**src/rtl/wb_stage.sv**
```systemverilog
// Writeback stage: accepts completed instructions from execute, formats load data,
// drives the register-file write port and publishes the in-flight rd for interlock.
module wb_stage #(
    parameter int CNT_W = 32
) (
    input  logic             clk,
    input  logic             rst_n,
    input  logic             ex_valid,
    output logic             ex_ready,
    input  logic [4:0]       ex_rd,
    input  logic [31:0]      ex_result,
    input  logic             ex_is_load,
    input  logic [2:0]       ex_funct3,
    input  logic [1:0]       ex_addr_lo,
    input  logic             mem_rvalid,
    input  logic [31:0]      mem_rdata,
    output logic             w_en,
    output logic [4:0]       waddr,
    output logic [31:0]      wdata,
    output logic             hz_valid,
    output logic [4:0]       hz_rd,
    output logic [CNT_W-1:0] wb_count
);

    typedef enum logic [1:0] {
        S_IDLE     = 2'd0,
        S_WAIT_MEM = 2'd1,
        S_WRITE    = 2'd2
    } state_t;

    state_t           r_state, w_next;
    logic [4:0]       r_rd;
    logic [4:0]       r_waddr;
    logic [31:0]      r_result;
    logic [2:0]       r_funct3;
    logic [1:0]       r_addr_lo;
    logic [CNT_W-1:0] r_count;

    logic             w_xfer;
    logic [31:0]      w_ext;
    logic [7:0]       w_byte;
    logic [15:0]      w_half;

    assign ex_ready = (r_state != S_WAIT_MEM);
    assign w_xfer   = ex_valid && ex_ready;

    // Load formatting; reserved funct3 encodings fall through to a full word.
    always_comb begin
        w_byte = mem_rdata[8*r_addr_lo +: 8];
        w_half = mem_rdata[16*r_addr_lo[1] +: 16];
        case (r_funct3)
            3'b000:  w_ext = {{24{w_byte[7]}}, w_byte};
            3'b001:  w_ext = {{16{w_half[15]}}, w_half};
            3'b100:  w_ext = {24'd0, w_byte};
            3'b101:  w_ext = {16'd0, w_half};
            default: w_ext = mem_rdata;
        endcase
    end

    always_comb begin
        w_next = r_state;
        case (r_state)
            S_IDLE: begin
                if (w_xfer) w_next = ex_is_load ? S_WAIT_MEM : S_WRITE;
            end
            S_WAIT_MEM: begin
                if (mem_rvalid) w_next = S_WRITE;
            end
            S_WRITE: begin
                if (w_xfer) w_next = ex_is_load ? S_WAIT_MEM : S_WRITE;
                else        w_next = S_IDLE;
            end
            default: w_next = S_IDLE;
        endcase
    end

    always_ff @(posedge clk or negedge rst_n) begin
        if (!rst_n) begin
            r_state   <= S_IDLE;
            r_rd      <= 5'd0;
            r_waddr   <= 5'd0;
            r_result  <= 32'd0;
            r_funct3  <= 3'd0;
            r_addr_lo <= 2'd0;
            r_count   <= '0;
        end else begin
            r_state <= w_next;
            if (w_xfer) begin
                r_rd      <= ex_rd;
                r_funct3  <= ex_funct3;
                r_addr_lo <= ex_addr_lo;
                // A load leaves result/waddr untouched so the write port holds
                // the previous writeback while the memory response is pending.
                if (!ex_is_load) begin
                    r_result <= ex_result;
                    r_waddr  <= ex_rd;
                end
            end else if (r_state == S_WAIT_MEM && mem_rvalid) begin
                r_result <= w_ext;
                r_waddr  <= r_rd;
            end
            if (r_state == S_WRITE) r_count <= r_count + CNT_W'(1);
        end
    end

    assign w_en     = (r_state == S_WRITE) && (r_rd != 5'd0);
    assign waddr    = r_waddr;
    assign wdata    = r_result;
    assign hz_valid = (r_state != S_IDLE) && (r_rd != 5'd0);
    assign hz_rd    = r_rd;
    assign wb_count = r_count;

endmodule

```
**config.mk**
```make
export PLATFORM = sky130hd
export DESIGN_NAME = wb_stage
export DESIGN_NICKNAME = d
export VERILOG_FILES = /design/src/rtl/wb_stage.sv
export SDC_FILE = /design/constraint.sdc
export NUM_CORES = 1
export LEC_CHECK = 0
export ABC_CLOCK_PERIOD_IN_PS = 2820
export BUFFER_PORTS_ARGS = -buffer_cell sky130_fd_sc_hd__buf_4
export CAP_MARGIN = 20
export CELL_PAD_IN_SITES_DETAIL_PLACEMENT = 1
export CELL_PAD_IN_SITES_GLOBAL_PLACEMENT = 1
export CORE_UTILIZATION = 40
export CTS_CLUSTER_DIAMETER = 100
export DETAILED_ROUTE_END_ITERATION = 12
export GPL_TIMING_DRIVEN = 0
export PLACE_DENSITY_LB_ADDON = 0.1
export RECOVER_POWER = 25
export SLEW_MARGIN = 20
export SYNTH_ARGS = -nofsm -noshare
export SYNTH_HDL_FRONTEND = slang
export SYNTH_SLANG_ARGS = --single-unit
```
**constraint.sdc**
```tcl
create_clock -name clk -period 2.82 [get_ports clk]
set_input_delay 0.141 -clock clk [delete_from_list [all_inputs] [get_ports clk]]
set_output_delay 0.141 -clock clk [all_outputs]
set_load 0.05 [all_outputs]
```
==> results of run 1 <==
==> per-stage QoR <==
step	std cells	power, mW	hold slack (ns)	area, µm²	utilization [%]
global placement	741	3.50	0.342	5670	54.4
CTS	763	4.44	0.00775	5930	56.9
global route	764	4.61	0.0129	5940	57.0
finish	764	4.41	0.0267	5940	57.0
floorplan	450	2.84	-0.155	4330	-
detailed placement	741	3.55	0.350	5670	54.4
==> state kept, by name, indices dropped and copies added (netlist names) <==
name and count:
wdata 32, hz_rd 5, r_funct3 3, r_addr_lo 2
wb_count 32, r_state 2, waddr 5
==> routing by layer <==
| metal | track usage, % | vias to the layer above | wire length [µm] |
|---|---|---|---|
| met2 | 48.2 | 153 | 7590 |
| li1 | - | 1945 | - |
| met4 | 9.92 | 0 | 375 |
| met1 | 33.0 | 2076 | 5970 |
| met3 | 6.99 | 33 | 917 |
| met5 | 0 | - | 0 |
==> power groups by stage <==
stage,sequential (mW),clock [mW],combinational (mW)
2_1_floorplan,2.32,0,0.521
3_3_place_gp,1.59,0,1.92
3_5_place_dp,1.60,0,1.95
4_1_cts,1.58,0.889,1.97
5_1_grt,1.61,0.936,2.06
6_report,1.58,0.868,1.96
==> logic make-up after synthesis <==
logic type	after synthesis	share of synthesized area (%)
AO/OA/AOI/OAI	89	13.7
XOR/XNOR	31	6.27
adder cells (fa/ha/maj)	1	0.289
buffers and inverters	35	3.44
flip-flops	81	46.8
multiplexers	20	5.52
AND/OR/NAND/NOR	193	24.1
==> Yosys cell counts (3+ instances only) <==
cell	number	area, µm²
dfrtp_1	81	2030
nand2_1	51	191
nor2_1	42	158
a21oi_1	22	110
clkbuf_1	20	75.1
xor2_1	19	166
nor3_1	18	90.1
o21ai_0	18	90.1
a211oi_1	16	120
xnor2_1	12	105
and2_1	11	68.8
nand3_1	11	55.1
nor2b_1	10	62.6
nand2b_1	9	56.3
mux2_2	8	90.1
nor3b_1	8	60.1
o21a_1	8	60.1
a32o_1	7	70.1
mux2i_1	7	70.1
o41ai_1	7	61.3
inv_1	6	22.5
buf_2	5	25.0
nand4_1	5	31.3
nor4_1	5	31.3
nor4_2	5	62.6
and4_1	4	35.0
mux2_1	3	33.8
nand3b_1	3	22.5
o21ai_1	3	15.0
==> timing repair <==
item / 4_1_cts / 5_1_grt
setup endpoints to repair: 0 / 0
endpoints found under the hold margin: 7 / 81
hold buffers: 7 / 1
==> worst register-to-register path: cells and delay by family (launching register included) <==
family	cells	cell delay [ns]
buffers and inverters	1	0.32
muxes	1	0.53
DFF	1	0.47
and+or+nand+nor	1	0.18
AOI/OAI and AO/OA	2	0.52
==> area by class of cell <==
type	instances	area [µm²]
repair buffers	163	1250
plain buffers	28	123
clock inverters	5	53.8
clock buffers	10	138
flip-flops and latches	81	2030
inverters	7	26.3
well taps	136	170
multi-input cells	334	2160
fillers	1263	4470
==> how the worst min path moves through the flow <==
stage | depth (start not counted) | startpoint | to
floorplan | 0 | rst_n | hz_rd[0]$_DFFE_PN0N_
finish | 2 | ex_rd[2] | hz_rd[2]$_DFFE_PN0N_
global route | 2 | ex_rd[2] | hz_rd[2]$_DFFE_PN0N_
CTS | 1 | rst_n | wb_count[29]$_DFFE_PN0P_
global placement | 3 | ex_funct3[1] | r_funct3[1]$_DFFE_PN0N_
detailed placement | 3 | ex_addr_lo[0] | r_addr_lo[0]$_DFFE_PN0N_
==> out/qor.txt, run 1 <==
WS Path Type: flip-flop to flip-flop
Overflow after GRT: 0
final hold vios: 0
First-pass DRT Iterations: 4
first-pass GRT wire length: 23800 µm
largest net degree at the start of global routing: 82
maximum vdd drop: 460 µV
Detailed Route Iter0 Violations: 179
Comb pwr share: 44.4%
sw frac: 44.3%
Ys Warns: 0
count of unique library cells instantiated by Yosys: 51
Max-cap violations: 0
reg2reg end: wdata[27]$_DFFE_PN0P_
initial antenna violation count: 0
crit-path cells: nor2_1 > mux4_2 > a21oi_2 > buf_2 > a211oi_1
Worst setup EP type: flip-flop
Post-DP HPWL: 11100 µm
clock share of power: 19.7%
WP data arrival: 2.38 ns
CP Depth: 5
Max stage delay cell, worst path: mux4_2
Final setup violation count: 0
Final Max Tran Viols: 0
drt total wl: 14900 µm
Primary FF master, synth: dfrtp_1
n_diodes: 0
port bufs: 155
Worst Path Required: 3.05 ns
Clock Path Buffers: 2
Worst path max stage delay: 0.53 ns
run status: completed
CP endpoint: wdata[27]$_DFFE_PN0P_
Initial Util: 41.6%
R2R depth: 5
most frequent cells in the layout: 155 x buf_4, 81 x dfrtp_1, 51 x nand2_1
Layout area overhead: 37.1%
clk_lat worst skew: 0.36 ns
Netlist Area Pre-Place: 0.00433 mm²
commonest non-fill, non-tap cell in the layout: buf_4
Num CTS Buffers: 9
clock slew seen by the registers of the worst setup and hold paths: 0.08 ns
TritonCTS Sinks: 81
Reg2Reg Launch Point: r_funct3[0]$_DFFE_PN0N_
post-place setup slack: 0.693 ns
core region area: 0.0104 mm²
Seq pwr share: 35.9%
Min Clock Period, post-route: 2.15 ns
Reg2Reg Setup Slack: 0.67 ns
Total GRT Usage: 27.7%
Final #Nets: 704
worst hold path type: input pin to flip-flop
LEAKAGE: 2.75 nW
routability cong.: 0.845
internal power: 2.45 mW
Root Driver: clkbuf_8
unrepaired setup endpoints after global routing: false
Syn Nets: 530
I/O pin cnt: 156
PwrDens: 741 mW/mm²
Mean Syn Cell Area: 9.63 µm²
CP Max Fanout: 10
Sw Pwr: 1.95 mW
worst path bufs/invs: 1
Worst Skew: 0.0140 ns
Crit. Startpoint: r_funct3[0]$_DFFE_PN0N_
Die Span Y: 106 µm
CTS tree: done
Synth Register Bits: 81
vias in the first global route: 4468
Post-Syn Instances: 450
Final WS setup: 0.666 ns
CP top delay family: multiplexers
Seq/Total Area, Yosys: 46.8%
Worst Max-Slew Pin Slew: 0.816 ns
number of synthesized flops with an enable pin: 0
fraction of layout cells with a size suffix above 1: 32.0%
Die Wd: 106 µm
Vias: 4207
Final period util: 76.4%
die area: 0.0113 mm²
Post-synth ARST share: 100%
startpoint types: flip-flop
routed len/inst: 19.4 µm
# rows: 37
Antenna Nets Post-Route: 0
Post-CTS Setup Inserts: 0
max frequency: 464 MHz
htree depth: 3
Post-CTS Resized: 0
setup TNS: 0 ns
number of remaining DRC errors: 0
detail-routed via count per cell: 5.51
Rel. slew slack: 45.1%
Power figures use the tool's default switching activity.
==> run 2: changes to the inputs <==
--- a/config.mk
+++ b/config.mk
@@ -5,12 +5,13 @@
 export SDC_FILE = /design/constraint.sdc
 export NUM_CORES = 1
 export LEC_CHECK = 0
-export ABC_CLOCK_PERIOD_IN_PS = 2820
+export ABC_AREA = 1
+export ABC_CLOCK_PERIOD_IN_PS = 2029
 export BUFFER_PORTS_ARGS = -buffer_cell sky130_fd_sc_hd__buf_4
 export CAP_MARGIN = 20
 export CELL_PAD_IN_SITES_DETAIL_PLACEMENT = 1
 export CELL_PAD_IN_SITES_GLOBAL_PLACEMENT = 1
-export CORE_UTILIZATION = 40
+export CORE_UTILIZATION = 36
 export CTS_CLUSTER_DIAMETER = 100
 export DETAILED_ROUTE_END_ITERATION = 12
 export GPL_TIMING_DRIVEN = 0
==> constraint.sdc (replaced) <==
create_clock -name clk -period 2.03 [get_ports clk]
set_input_delay 0.1015 -clock clk [delete_from_list [all_inputs] [get_ports clk]]
set_output_delay 0.1015 -clock clk [all_outputs]
set_load 0.05 [all_outputs]
==> run 2 against run 1 <==
- die area grew 29%
- global-route usage shrank 0.96 points
- clock skew shrank 0.0067 ns
- largest power group unchanged
- sequential share of layout area shrank 4.2 points
- sequential power grew 38%
- cell area grew 14%
- register-to-register slack lost 0.48 ns
- combinational power grew 37%
- critical path depth is the same
- total power grew 52%
- synthesized cell count grew 68%
- setup slack lost 0.54 ns
==> out/qor.txt, run 2 <==
run status: completed
setup TNS: 0 ns
CP endpoint: w_en
clk_lat worst skew: 0.35 ns
unrepaired setup endpoints after global routing: false
Final period util: 93.6%
Vias: 5599
post-synth top area cell: dfrtp_1
Post-synth ARST share: 100%
Worst Path Required: 1.93 ns
drt total wl: 18500 µm
Die Span Y: 120 µm
Detailed Route Iter0 Violations: 252
die area: 0.0145 mm²
count of unique library cells instantiated by Yosys: 38
Min Clock Period, post-route: 1.90 ns
Post-DP HPWL: 14300 µm
Syn Nets: 838
Post-Syn Instances: 758
Seq/Total Area, Yosys: 40.2%
htree depth: 3
Max-cap violations: 0
fin area: 0.00677 mm²
Final #Nets: 1016
count leader, synth: nand2_1
synth cell count leaders: 308 x nand2_1, 131 x nor2_1, 81 x dfrtp_1
port bufs: 155
worst hold path type: input pin to flip-flop
startpoint types: flip-flop
Cell Area, Placed: 0.00643 mm²
routability cong.: 0.901
maximum vdd drop: 710 µV
Rel. slew slack: 21.3%
number of synthesized flops with an enable pin: 0
Overflow after GRT: 0
R2R depth: 8
vias in the first global route: 5838
I/O pin cnt: 156
Final setup violation count: 0
core region area: 0.0135 mm²
CP Max Fanout: 10
clock slew seen by the registers of the worst setup and hold paths: 0.06 ns
Antenna Nets Post-Route: 0
Reg2Reg Setup Slack: 0.19 ns
First-pass DRT Iterations: 4
Netlist Area Pre-Place: 0.00505 mm²
post-synth top area share: 40.2%
Final WS setup: 0.130 ns
initial antenna violation count: 0
fraction of layout cells with a size suffix above 1: 19.4%
WP data arrival: 1.80 ns
Hold Slack: 0.00668 ns
routed len/inst: 16.6 µm
max frequency: 526 MHz
largest net degree at the start of global routing: 82
Mean Syn Cell Area: 6.66 µm²
# rows: 42
Root Driver: clkbuf_16
final hold vios: 0
n_diodes: 0
CTS tree: done
first-pass GRT wire length: 30100 µm
commonest non-fill, non-tap cell in the layout: nand2_1
TritonCTS Sinks: 81
Worst Max-Slew Pin Slew: 1.18 ns
Reg2Reg Launch Point: r_addr_lo[1]$_DFFE_PN0N_
most frequent cells in the layout: 309 x nand2_1, 129 x nor2_1, 128 x buf_4
LEAKAGE: 3.39 nW
Die Wd: 120 µm
Primary FF master, synth: dfrtp_1
Total GRT Usage: 26.7%
Final Max Tran Viols: 0
Worst Skew: 0.00731 ns
Area contributors post-synth: dfrtp_1 40%, nand2_1 23%, nor2_1 9.7%
Synth Register Bits: 81
Layout area overhead: 34.2%
Clock Path Buffers: 2
post-place setup slack: 0.112 ns
Initial Util: 37.5%
PwrDens: 987 mW/mm²
Worst setup EP type: output pin
WS Path Type: flip-flop to output pin
Crit. Startpoint: r_state[0]$_DFFE_PN0P_
Num CTS Buffers: 9
detail-routed via count per cell: 5.02
number of remaining DRC errors: 0
Ys Warns: 0
reg2reg end: wdata[14]$_DFFE_PN0P_
==> run 2: cell types whose count changed after synthesis, moves of 12 or more <==
cell and change:
a211oi_1 -16, nand3_1 +41, clkbuf_1 -16, nand2_1 +257
nor2_1 +89, o21ai_0 +12, inv_1 +37
==> run 2: worst min-delay path by stage <==
stage	end	start	depth (start not counted)	slack, ns
floorplan	hz_rd[0]$_DFFE_PN0N_	rst_n	0	-0.19
global placement	r_state[1]$_DFFE_PN0P_	ex_is_load	2	0.30
detailed placement	r_state[1]$_DFFE_PN0P_	ex_is_load	2	0.31
CTS	hz_rd[4]$_DFFE_PN0N_	ex_rd[4]	3	0.0009
global route	hz_rd[4]$_DFFE_PN0N_	ex_rd[4]	3	0.02
finish	hz_rd[4]$_DFFE_PN0N_	ex_rd[4]	3	0.007
==> run 2: worst max-delay path: stages, from the launching register on <==
cell and delay (ns):
dfrtp_1 0.46, nor2_4 0.31, clkbuf_2 0.33, nand2_1 0.09, inv_1 0.06, buf_4 0.19
==> run 2: through the flow <==
stage	total power, mW	instances	utilization (%)
floorplan	4.02	758	-
global placement	4.96	1089	47.8
detailed placement	5.03	1089	47.8
CTS	6.90	1116	51.2
global route	7.02	1116	50.4
finish	6.69	1116	50.4
==> run 2: logic make-up (layout without fill, tap and decap cells) <==
logic type	count (synthesis)	after routing	share of synthesized area (%)
adders and majority gates	1	1	0.248
buffers and inverters	77	259	7.96
and+or+nand+nor	518	518	41.9
DFF	81	81	40.2
AOI/OAI and AO/OA	68	68	7.46
xor gates and xnor gates	13	13	2.26
==> run 2: per-layer routing <==
metal  track usage, %  part of all wire (%)  vias to the layer above
li1                 -                     -                     2726
met1             36.1                    46                     2706
met2             44.0                    47                      141
met3             4.58                   5.0                       26
met4             7.18                   1.9                        0
met5                0                     0                        -
==> run 2: timing repair <==
action                                  in CTS  in global routing
endpoints found under the setup margin       1                  3
gates cloned                                 0                  0
hold endpoints to repair                    15                  0
gates resized for setup                      2                  2
setup buffers                                0                  0
hold buffers                                12                  0
==> run 2: cell type report <==
| type | instances | area [µm²] |
|---|---|---|
| buffer | 30 | 221 |
| fill | 1808 | 6680 |
| timing repair buffer | 167 | 1170 |
| clock inverter | 4 | 76.3 |
| tap | 176 | 220 |
| sequential | 81 | 2030 |
| multi-input combinational | 600 | 2620 |
| inverter | 47 | 181 |
| clock buffer | 11 | 253 |
==> run 2: report_power, final <==
part / internal [mW] / total [mW] / switching, mW
Sequential: 1.92 / 2.18 / 0.258
Clock: 1.14 / 1.82 / 0.682
Combinational: 0.712 / 2.69 / 1.98
Total: 3.77 / 6.69 / 2.92
==> run 3: changes to the inputs <==
--- a/config.mk
+++ b/config.mk
@@ -17,6 +17,7 @@
 export GPL_TIMING_DRIVEN = 0
 export PLACE_DENSITY_LB_ADDON = 0.1
 export RECOVER_POWER = 25
+export SETUP_SLACK_MARGIN = 0.4
 export SLEW_MARGIN = 20
 export SYNTH_ARGS = -nofsm -noshare
 export SYNTH_HDL_FRONTEND = slang
==> run 3 against run 2 <==
- sequential power about the same
- combinational power up 7%
- cell count up 0.99%
- global-route usage is 0.52 points higher
- via count rose by 1.3%
- clock-buffer cell count unchanged
- hold slack better by 0.0039 ns
- non-clock buffer count rose by 10
- routed wire length rose by 3.0%
- critical path type is now flip-flop to flip-flop
==> out/qor.txt, run 3 (synthesis gave the netlist of run 2 again) <==
Hold Slack: 0.0105 ns
Worst Path Required: 2.27 ns
Crit. Startpoint: r_state[0]$_DFFE_PN0P_
Max stage delay cell, worst path: dfrtp_2
final hold vios: 0
largest net degree at the start of global routing: 82
run status: completed
clk_lat worst skew: 0.35 ns
Worst Max-Slew Pin Slew: 1.17 ns
n_diodes: 0
CP endpoint: wb_count[14]$_DFFE_PN0P_
CTS tree: done
most frequent cells in the layout: 307 x nand2_1, 160 x buf_4, 118 x nor2_1
Rel. slew slack: 21.8%
Final #Nets: 1026
WP data arrival: 1.82 ns
setup TNS: 0 ns
routed len/inst: 17.0 µm
Post-DP HPWL: 14300 µm
Detailed Route Iter0 Violations: 253
Vias: 5671
LEAKAGE: 3.55 nW
max frequency: 632 MHz
crit-path cells: buf_4 > inv_2 > nand2_4 > nor2_4 > nand3b_4 > nor2_4 > nand2_1 > nand2_1 > nand2_1
Worst path max stage delay: 0.45 ns
vias in the first global route: 5965
Cell Area, Placed: 0.00648 mm²
CP Max Fanout: 7
R2R depth: 9
WS Path Type: flip-flop to flip-flop
Worst Skew: 0.0123 ns
hold depth: 3
hold_sp: ex_rd[2]
htree depth: 3
fraction of layout cells with a size suffix above 1: 26.3%
Final setup violation count: 0
Clock Path Buffers: 2
reg2reg end: wb_count[14]$_DFFE_PN0P_
Final period util: 78.0%
Die Wd: 120 µm
worst hold path type: input pin to flip-flop
Final Max Tran Viols: 0
Root Driver: clkbuf_16
initial antenna violation count: 0
Total GRT Usage: 27.2%
First-pass DRT Iterations: 4
clock slew seen by the registers of the worst setup and hold paths: 0.07 ns
fin area: 0.00712 mm²
Worst setup EP type: flip-flop
Reg2Reg Launch Point: r_state[0]$_DFFE_PN0P_
Final WS setup: 0.447 ns
detail-routed via count per cell: 5.03
first-pass GRT wire length: 30500 µm
Num CTS Buffers: 9
Initial Util: 37.5%
number of remaining DRC errors: 0
# rows: 42
port bufs: 155
core region area: 0.0135 mm²
Reg2Reg Setup Slack: 0.45 ns
Max-cap violations: 0
die area: 0.0145 mm²
post-place setup slack: 0.135 ns
startpoint types: flip-flop
TritonCTS Sinks: 81
post-layout util: 52.9%
drt total wl: 19100 µm
maximum vdd drop: 534 µV
Die Span Y: 120 µm
routability cong.: 0.934
PwrDens: 997 mW/mm²
commonest non-fill, non-tap cell in the layout: nand2_1
Layout area overhead: 41.2%
CP dominant cell by count: nand2_1
unrepaired setup endpoints after global routing: true
I/O pin cnt: 156
Overflow after GRT: 0
Min Clock Period, post-route: 1.58 ns
Antenna Nets Post-Route: 0
[run 3: cell types whose count changed in the layout (fill, tap and decap cells not counted), moves of 4 or more]
cell,previous run,this run
buf_4,128,160
dfrtp_2,0,10
clkbuf_4,1,5
nor2_4,2,8
dfrtp_1,81,71
nor2_1,129,118
nor2_2,4,9
clkbuf_1,32,10
[run 3: timing repair]
item                                   in CTS  in global routing
setup endpoints to repair                  40                 51
hold buffers                               12                  0
gates resized for setup                    13                 35
pin swaps                                   3                  5
endpoints found under the hold margin      11                  0
buffers inserted                            7                  4
[run 3: cell type report]
type                    instances  area, µm²
clock buffers                  11        253
multi-input cells             600       2740
well taps                     176        220
clock inverters                 5        110
repair buffers                177       1320
inverters                      47        184
plain buffers                  30        254
flip-flops and latches         81       2040
fillers                      1755       6330
[run 3: worst max-delay path: cells and delay by family (launching register included)]
kind                   cells  cell delay [ns]
AND/OR/NAND/NOR            7             0.79
flip-flops                 1             0.45
buffers and inverters      2             0.22
[run 3: report_power, final]
part / leakage (nW) / internal (mW) / switching (mW)
clock network: 0.178 / 1.28 / 0.733
registers: 1.02 / 1.93 / 0.272
logic: 2.35 / 0.880 / 2.00
total: 3.55 / 4.09 / 3.01
[run 3: how the worst min path moves through the flow]
stage | slack, ns | end
floorplan | -0.19 | hz_rd[0]$_DFFE_PN0N_
global placement | 0.30 | r_state[1]$_DFFE_PN0P_
detailed placement | 0.30 | r_state[1]$_DFFE_PN0P_
CTS | 0.001 | hz_rd[2]$_DFFE_PN0N_
global route | 0.01 | hz_rd[2]$_DFFE_PN0N_
finish | 0.01 | hz_rd[2]$_DFFE_PN0N_
[run 3: routing by layer]
| metal | GRT usage, % | share of wire (%) |
|---|---|---|
| met1 | 35.8 | 46 |
| met2 | 44.0 | 46 |
| met3 | 6.60 | 6.2 |
| met4 | 8.56 | 1.7 |
| met5 | 0 | 0 |
[run 3: per-stage QoR]
step | std cells | total power [mW]
final | 1127 | 7.10
after global routing | 1127 | 7.42
after CTS | 1124 | 7.14
after detailed placement | 1089 | 5.05
after global placement | 1089 | 4.99
after floorplan | 758 | 4.05
